## src/rtl/a2d_pkg.sv

```systemverilog
// Shared types and constants for the round-robin ADC128S front end and its SPI engine.
package a2d_pkg;

    typedef enum logic [1:0] {
        IDLE,
        CMD,
        GAP,
        READ
    } a2d_state_t;

    // rr_idx 0..3 selects ADC channels 0,1,3,4 (battery, current, brake, torque)
    localparam logic [2:0] CHNL_LUT [4] = '{3'd0, 3'd1, 3'd3, 3'd4};

    localparam logic [4:0] SCLK_DIV_PRELOAD = 5'b10111;

    localparam int TMR_W_FAST = 8;
    localparam int TMR_W_SLOW = 14;

    function automatic logic [15:0] cmd_frame(input logic [2:0] chnl);
        return {2'b00, chnl, 11'h000};
    endfunction

endpackage

```

## src/rtl/spi_xfer16.sv

```systemverilog
// 16-bit SPI master, mode 3, SCLK = clk/32; one frame per wrt, done flags the back porch cycle.
module spi_xfer16
    import a2d_pkg::*;
(
    input  logic        clk,
    input  logic        rst_n,
    input  logic        wrt,
    input  logic [15:0] wt_data,
    output logic        done,
    output logic [15:0] rd_data,
    output logic        SS_n,
    output logic        SCLK,
    output logic        MOSI,
    input  logic        MISO
);

    logic        busy_reg;
    logic [4:0]  div_reg;
    logic [4:0]  bit_cnt_reg;
    logic [15:0] tx_reg;
    logic [15:0] rx_reg;
    logic        ss_n_reg;

    logic sclk_rise;
    logic sclk_fall;
    logic back_porch;

    assign sclk_rise  = busy_reg && (div_reg == 5'b01111);
    assign sclk_fall  = busy_reg && (div_reg == 5'b11111);
    // The fall following the 16th sample only closes the frame; nothing shifts on it.
    assign back_porch = sclk_fall && (bit_cnt_reg == 5'd16);

    assign SCLK    = div_reg[4];
    assign SS_n    = ss_n_reg;
    assign MOSI    = tx_reg[15];
    assign rd_data = rx_reg;
    assign done    = back_porch;

    always_ff @(posedge clk or negedge rst_n) begin
        if (!rst_n) begin
            busy_reg    <= 1'b0;
            div_reg     <= SCLK_DIV_PRELOAD;
            bit_cnt_reg <= '0;
            tx_reg      <= '0;
            rx_reg      <= '0;
            ss_n_reg    <= 1'b1;
        end else if (!busy_reg) begin
            if (wrt) begin
                busy_reg    <= 1'b1;
                ss_n_reg    <= 1'b0;
                div_reg     <= SCLK_DIV_PRELOAD;
                bit_cnt_reg <= '0;
                tx_reg      <= wt_data;
            end
        end else if (back_porch) begin
            // div stays at all-ones so SCLK idles high
            busy_reg <= 1'b0;
            ss_n_reg <= 1'b1;
        end else begin
            div_reg <= div_reg + 5'd1;
            if (sclk_rise) begin
                rx_reg      <= {rx_reg[14:0], MISO};
                bit_cnt_reg <= bit_cnt_reg + 5'd1;
            end
            // The first fall precedes any rise, so the MSB must stay put through it
            if (sclk_fall && (bit_cnt_reg != 5'd0)) begin
                tx_reg <= {tx_reg[14:0], 1'b0};
            end
        end
    end

endmodule

```

## src/rtl/a2d_round_robin.sv

```systemverilog
// Periodically converts ADC channels 0,1,3,4 round-robin and holds the latest 12-bit result of each.
module a2d_round_robin
    import a2d_pkg::*;
#(
    parameter bit FAST_SIM = 1'b0
)
(
    input  logic        clk,
    input  logic        rst_n,
    input  logic        MISO,
    output logic        SS_n,
    output logic        SCLK,
    output logic        MOSI,
    output logic [11:0] batt,
    output logic [11:0] curr,
    output logic [11:0] brake,
    output logic [11:0] torque
);

    localparam int TMR_W = FAST_SIM ? TMR_W_FAST : TMR_W_SLOW;

    logic [TMR_W-1:0] timer_reg;
    logic             conv_req;
    logic [1:0]       rr_idx_reg;
    a2d_state_t       state_reg;
    a2d_state_t       state_next;
    logic             wrt_reg;
    logic             wrt_next;
    logic             load;

    logic             spi_done;
    logic [15:0]      spi_rd_data;
    logic [15:0]      spi_wt_data;
    logic [3:0]       unused_rx_hi;

    assign conv_req     = &timer_reg;
    assign unused_rx_hi = spi_rd_data[15:12];

    // wrt is high for the first CMD cycle (command) and for the GAP cycle (read frame)
    assign spi_wt_data = (state_reg == CMD) ? cmd_frame(CHNL_LUT[rr_idx_reg]) : 16'h0000;

    always_ff @(posedge clk or negedge rst_n) begin
        if (!rst_n) begin
            timer_reg <= '0;
        end else begin
            timer_reg <= timer_reg + TMR_W'(1);
        end
    end

    always_ff @(posedge clk or negedge rst_n) begin
        if (!rst_n) begin
            state_reg  <= IDLE;
            wrt_reg    <= 1'b0;
            rr_idx_reg <= 2'd0;
        end else begin
            state_reg <= state_next;
            wrt_reg   <= wrt_next;
            if (load) begin
                rr_idx_reg <= rr_idx_reg + 2'd1;
            end
        end
    end

    always_comb begin
        state_next = state_reg;
        wrt_next   = 1'b0;
        load       = 1'b0;
        case (state_reg)
            IDLE: begin
                if (conv_req) begin
                    state_next = CMD;
                    wrt_next   = 1'b1;
                end
            end
            CMD: begin
                // done coincides with the SS_n rise; launching now gives a single-clk gap
                if (spi_done) begin
                    state_next = GAP;
                    wrt_next   = 1'b1;
                end
            end
            GAP: begin
                state_next = READ;
            end
            READ: begin
                if (spi_done) begin
                    state_next = IDLE;
                    load       = 1'b1;
                end
            end
            default: begin
                state_next = IDLE;
            end
        endcase
    end

    spi_xfer16 u_spi (
        .clk     (clk),
        .rst_n   (rst_n),
        .wrt     (wrt_reg),
        .wt_data (spi_wt_data),
        .done    (spi_done),
        .rd_data (spi_rd_data),
        .SS_n    (SS_n),
        .SCLK    (SCLK),
        .MOSI    (MOSI),
        .MISO    (MISO)
    );

    genvar gi;
    generate
        for (gi = 0; gi < 4; gi++) begin : g_result
            logic [11:0] value_reg;
            always_ff @(posedge clk or negedge rst_n) begin
                if (!rst_n) begin
                    value_reg <= '0;
                end else if (load && (rr_idx_reg == 2'(gi))) begin
                    value_reg <= spi_rd_data[11:0];
                end
            end
        end
    endgenerate

    assign batt   = g_result[0].value_reg;
    assign curr   = g_result[1].value_reg;
    assign brake  = g_result[2].value_reg;
    assign torque = g_result[3].value_reg;

endmodule

```

## config.mk

```make
export PLATFORM = sky130hd
export DESIGN_NAME = a2d_round_robin
export DESIGN_NICKNAME = d
export VERILOG_FILES = /design/src/rtl/a2d_pkg.sv /design/src/rtl/spi_xfer16.sv /design/src/rtl/a2d_round_robin.sv
export SDC_FILE = /design/constraint.sdc
export NUM_CORES = 1
export LEC_CHECK = 0
export BUFFER_PORTS_ARGS = -buffer_cell sky130_fd_sc_hd__buf_2
export CAP_MARGIN = 30
export CORE_MARGIN = 2
export CORE_UTILIZATION = 40
export CTS_BUF_LIST = sky130_fd_sc_hd__clkbuf_4 sky130_fd_sc_hd__clkbuf_8 sky130_fd_sc_hd__clkbuf_16
export CTS_CLUSTER_SIZE = 14
export DETAILED_ROUTE_END_ITERATION = 16
export GPL_TIMING_DRIVEN = 0
export PLACE_DENSITY_LB_ADDON = 0.25
export SLEW_MARGIN = 20
export SYNTH_ARGS = -nofsm -noshare
export SYNTH_HDL_FRONTEND = slang
export SYNTH_SLANG_ARGS = --single-unit
```

## constraint.sdc

```tcl
create_clock -name clk -period 2.2 [get_ports clk]
set_clock_uncertainty 0.1 [all_clocks]
set_input_delay 0.44 -clock clk [delete_from_list [all_inputs] [get_ports clk]]
set_output_delay 0.44 -clock clk [all_outputs]
set_load 0.1 [all_outputs]
```

==> out/qor.txt <==
==========================================================================================
Average wire length per cell after detail routing                                  14.9 um
Layout cells sized above 1                                                           45.3%
Top cell types by occurrence after synthesis                                  91 x sky130_fd_sc_hd__dfrtp_1, 40 x sky130_fd_sc_hd__mux2_4, 23 x sky130_fd_sc_hd__mux2_2, 20 x sky130_fd_sc_hd__nand2_1, 19 x sky130_fd_sc_hd__nor2_1
Parity-gate share of the synthesized area counting xor and xnor cells                3.31%
Worst Tran Pin Value                                                                507 ps
Post-route core utilization                                                          49.9%
Number of flip-flops and latches in the synthesized netlist                             96
Beginning of the critical path                                                u_spi.div_reg[0]
Final global-route overflow total                                                        0
Master of the slowest instance on the critical path                           sky130_fd_sc_hd__dfstp_2
TritonRoute pass-1 iters                                                                 4
Remaining DRCs                                                                           0
Area share of and/or/nand/nor cells after synthesis                                  8.84%
Count of final hold-check violations                                                     0
Share of flip-flops with an asynchronous set or reset                                 100%
Worst Path Class, Setup                                                         reg -> reg
Net Sw Frac                                                                          23.4%
Warnings from Yosys                                                                      0
Maximum buffer depth of the clock tree                                                   2
Via count                                                                             2529
Initial drt markers                                                                     73
Wire length reported by the detailed router                                        7800 um
Startpoint of the lowest-slack hold path                                              MISO
Pin count of the biggest net entering global routing                                    63
DR vias/cell                                                                          4.84
Die Y                                                                               107 um
Leakage power figure                                                               2.74 nW
Most common cell in the synthesized netlist                                   sky130_fd_sc_hd__dfrtp_1
Die outline area                                                                11400 um^2
Sequential area share after synthesis                                                56.9%
Global-route wire length before repair                                            13000 um
Clock power share                                                                    37.4%
Dominant synthesized flop cell                                                sky130_fd_sc_hd__dfrtp_1
Tightest slew margin relative to the limit                                           66.5%
Sum Neg Setup Slack                                                                -267 ps
Distinct cell type count of the synthesized netlist                                     34
Flip-flop count of the largest register after layout                                    14
Compound-gate portion of the synthesized area                                        3.28%
Final critical-path setup slack                                                   -38.9 ps
Violations in the final reports                                               negative setup slack
Gate Count Post-Synth                                                                  297
Dominant delay contributor by cell family on the critical path                simple AND/OR/NAND/NOR gates
CP Launch Type                                                                   flip-flop
Kind of end point of the critical path                                           flip-flop
H-tree level count                                                                       3
Combinational share of power                                                          1.5%
Core box area                                                                   10300 um^2
Worst-path cell chain                                                         ha_4, and3_4, ha_4, and3_4, and2_4, nand3_4, buf_12, mux2_4
Mean area per synthesized cell                                                   14.3 um^2
TritonCTS clock tree                                                                  done
Hold/Removal Path Class                                                          in -> reg
Number of primary I/O pins                                                              54
Multiplexer area fraction after synthesis                                            20.5%
Number of antenna violations at the first check in global routing                        0
Cell Area, Synth                                                                 4230 um^2
Number of enable-type register cells in the synthesized netlist                          0
Crit-path max cell delay                                                            560 ps
Share of synthesized cell area in full adder, half adder and majority cells          4.43%
Worst-skew pair later-pin latency                                                   370 ps
WP data arrival                                                                    2390 ps
Post-route ant nets                                                                      0
Layout-stage area growth over the synthesis result                                   21.8%
Routability congestion estimate                                                      0.732
P per Cell Area                                                                560 nW/um^2
Number of buffers and inverters on the critical path                                     1
Main area contributors after synthesis                                        sky130_fd_sc_hd__dfrtp_1 54%, sky130_fd_sc_hd__mux2_4 14%, sky130_fd_sc_hd__mux2_2 6.1%, sky130_fd_sc_hd__ha_1 4.4%, sky130_fd_sc_hd__dfstp_2 3.1%
Combined global-route utilization of all metal layers                                14.6%
Final setup viols                                                                       12
Shortest period the worst path allows                                              2240 ps
Number of max-capacitance violations reported                                            0
Sequential share of power                                                            61.1%
Horizontal extent of the die                                                        107 um
Detail Placement HPWL                                                              5200 um
Unrepaired setup endpoints after global routing                                        yes
Switching power                                                                 0.000677 W
Total number of nets in the final design                                               399
Post-synthesis cell type with the largest combined area                       sky130_fd_sc_hd__dfrtp_1
Synth top area share                                                                 53.8%
Peak supply drop                                                                0.000243 V
Data required time at the worst endpoint                                           2350 ps
Effective utilization at floorplan                                                   41.0%
Synthesized Nets                                                                       315
Clock-pin slew on the worst setup and hold paths                                     90 ps
Largest family of logic cells by synthesized area                             multiplexers
Number of diodes added for antenna fixing                                                0
Via count of the first global-routing pass                                            2502
Pins over their slew limit                                                               0
Part of the cycle the worst path needs                                                102%
Critical path peak fanout                                                                5
Quantity of I/O buffers inserted on ports                                               53
Clock buffers created by TritonCTS                                                       9
Highest Clock Rate                                                               0.447 GHz
Internal power contribution                                                      0.00221 W
Number of clock sinks seen by CTS                                                       96
FF-to-FF Start                                                                u_spi.div_reg[0]
Master cell of the clock root buffer                                          sky130_fd_sc_hd__clkbuf_8
Placement row count                                                                     37
Status                                                                        finished, violations left
==========================================================================================
## kinds of logic after synthesis
logic type / after synthesis
adder cells (fa/ha/maj): 15
AND/OR/NAND/NOR: 66
AO/OA/AOI/OAI: 22
multiplexers: 64
XOR/XNOR: 16
buffers and inverters: 18
flip-flops: 96
## final cells by class
class                   instances  area [um^2]
fillers                       896         5170
flip-flops and latches         96         2410
well taps                     136          170
clock inverters                 6         50.0
multi-input cells             183         1770
inverters                      11         41.3
repair buffers                 74          489
clock buffers                  10          131
plain buffers                   6         95.1
## placed cells by master (no fill, tap or decap), types with 2 or more instances in the layout
master,n
sky130_fd_sc_hd__a211oi_1,2
sky130_fd_sc_hd__a21oi_1,4
sky130_fd_sc_hd__a22o_1,2
sky130_fd_sc_hd__a31oi_1,5
sky130_fd_sc_hd__and3_1,3
sky130_fd_sc_hd__and3_4,2
sky130_fd_sc_hd__buf_12,4
sky130_fd_sc_hd__buf_16,2
sky130_fd_sc_hd__buf_2,52
sky130_fd_sc_hd__buf_4,17
sky130_fd_sc_hd__buf_6,2
sky130_fd_sc_hd__clkbuf_8,9
sky130_fd_sc_hd__clkinvlp_4,2
sky130_fd_sc_hd__dfrtp_1,91
sky130_fd_sc_hd__dfstp_2,4
sky130_fd_sc_hd__ha_1,13
sky130_fd_sc_hd__ha_4,2
sky130_fd_sc_hd__inv_1,11
sky130_fd_sc_hd__inv_6,3
sky130_fd_sc_hd__mux2_2,23
sky130_fd_sc_hd__mux2_4,40
sky130_fd_sc_hd__nand2_1,20
sky130_fd_sc_hd__nand3_1,5
sky130_fd_sc_hd__nand3_4,4
sky130_fd_sc_hd__nand4_1,6
sky130_fd_sc_hd__nor2_1,19
sky130_fd_sc_hd__o21ai_0,4
sky130_fd_sc_hd__xnor2_1,10
sky130_fd_sc_hd__xor2_1,6
## path summary, 6_finish.rpt
kind / depth (start not counted) / slack (ps) / end
max in group asynchronous: 3 / 970 / timer_reg[9]
worst min register to register: 1 / 350 / timer_reg[0]
worst max register to register: 8 / -40 / torque[10]
min in group asynchronous: 2 / 410 / torque[3]
worst min-delay path: 2 / 230 / u_spi.rd_data[0]
worst max-delay path: 8 / -40 / torque[10]
## stage by stage
stage	hold slack, ps	area (um^2)	total power (W)	std cells	worst slack, ps
floorplan	44.4	4280	0.00180	297	-1.24
global placement	332	4720	0.00184	486	-369
detailed placement	258	4750	0.00184	487	-378
CTS	222	5040	0.00294	512	-34.7
global route	222	5160	0.00301	522	-109
finish	229	5160	0.00289	522	-38.9
## metal layers
layer | share of wire (%) | GRT usage (%) | wire, um | up-vias
met1 | 48 | 19.6 | 3720 | 1272
met5 | 0 | 0 | 0 | -
met4 | 1.5 | 5.01 | 119 | 0
li1 | - | - | - | 1199
met3 | 3.3 | 3.59 | 256 | 11
met2 | 48 | 23.3 | 3710 | 47
## timing repair
| item | CTS | global route |
|---|---|---|
| hold endpoints to repair | 29 | 0 |
| cloned | 1 | 1 |
| pin swaps | 2 | 0 |
| hold buffers | 1 | 0 |
| buffers inserted | 8 | 9 |
| gates resized for setup | 7 | 6 |
| setup endpoints to repair | 54 | 56 |
## power by group through the flow
stage	Combinational, W	Clock, W	Sequential, W
5_1_grt	0.0000524	0.00119	0.00176
3_5_place_dp	0.0000451	0	0.00180
4_1_cts	0.0000465	0.00113	0.00176
3_3_place_gp	0.0000372	0	0.00180
6_report	0.0000430	0.00108	0.00176
2_1_floorplan	0.0000000159	0	0.00180
(Power assumes the default switching activity.)
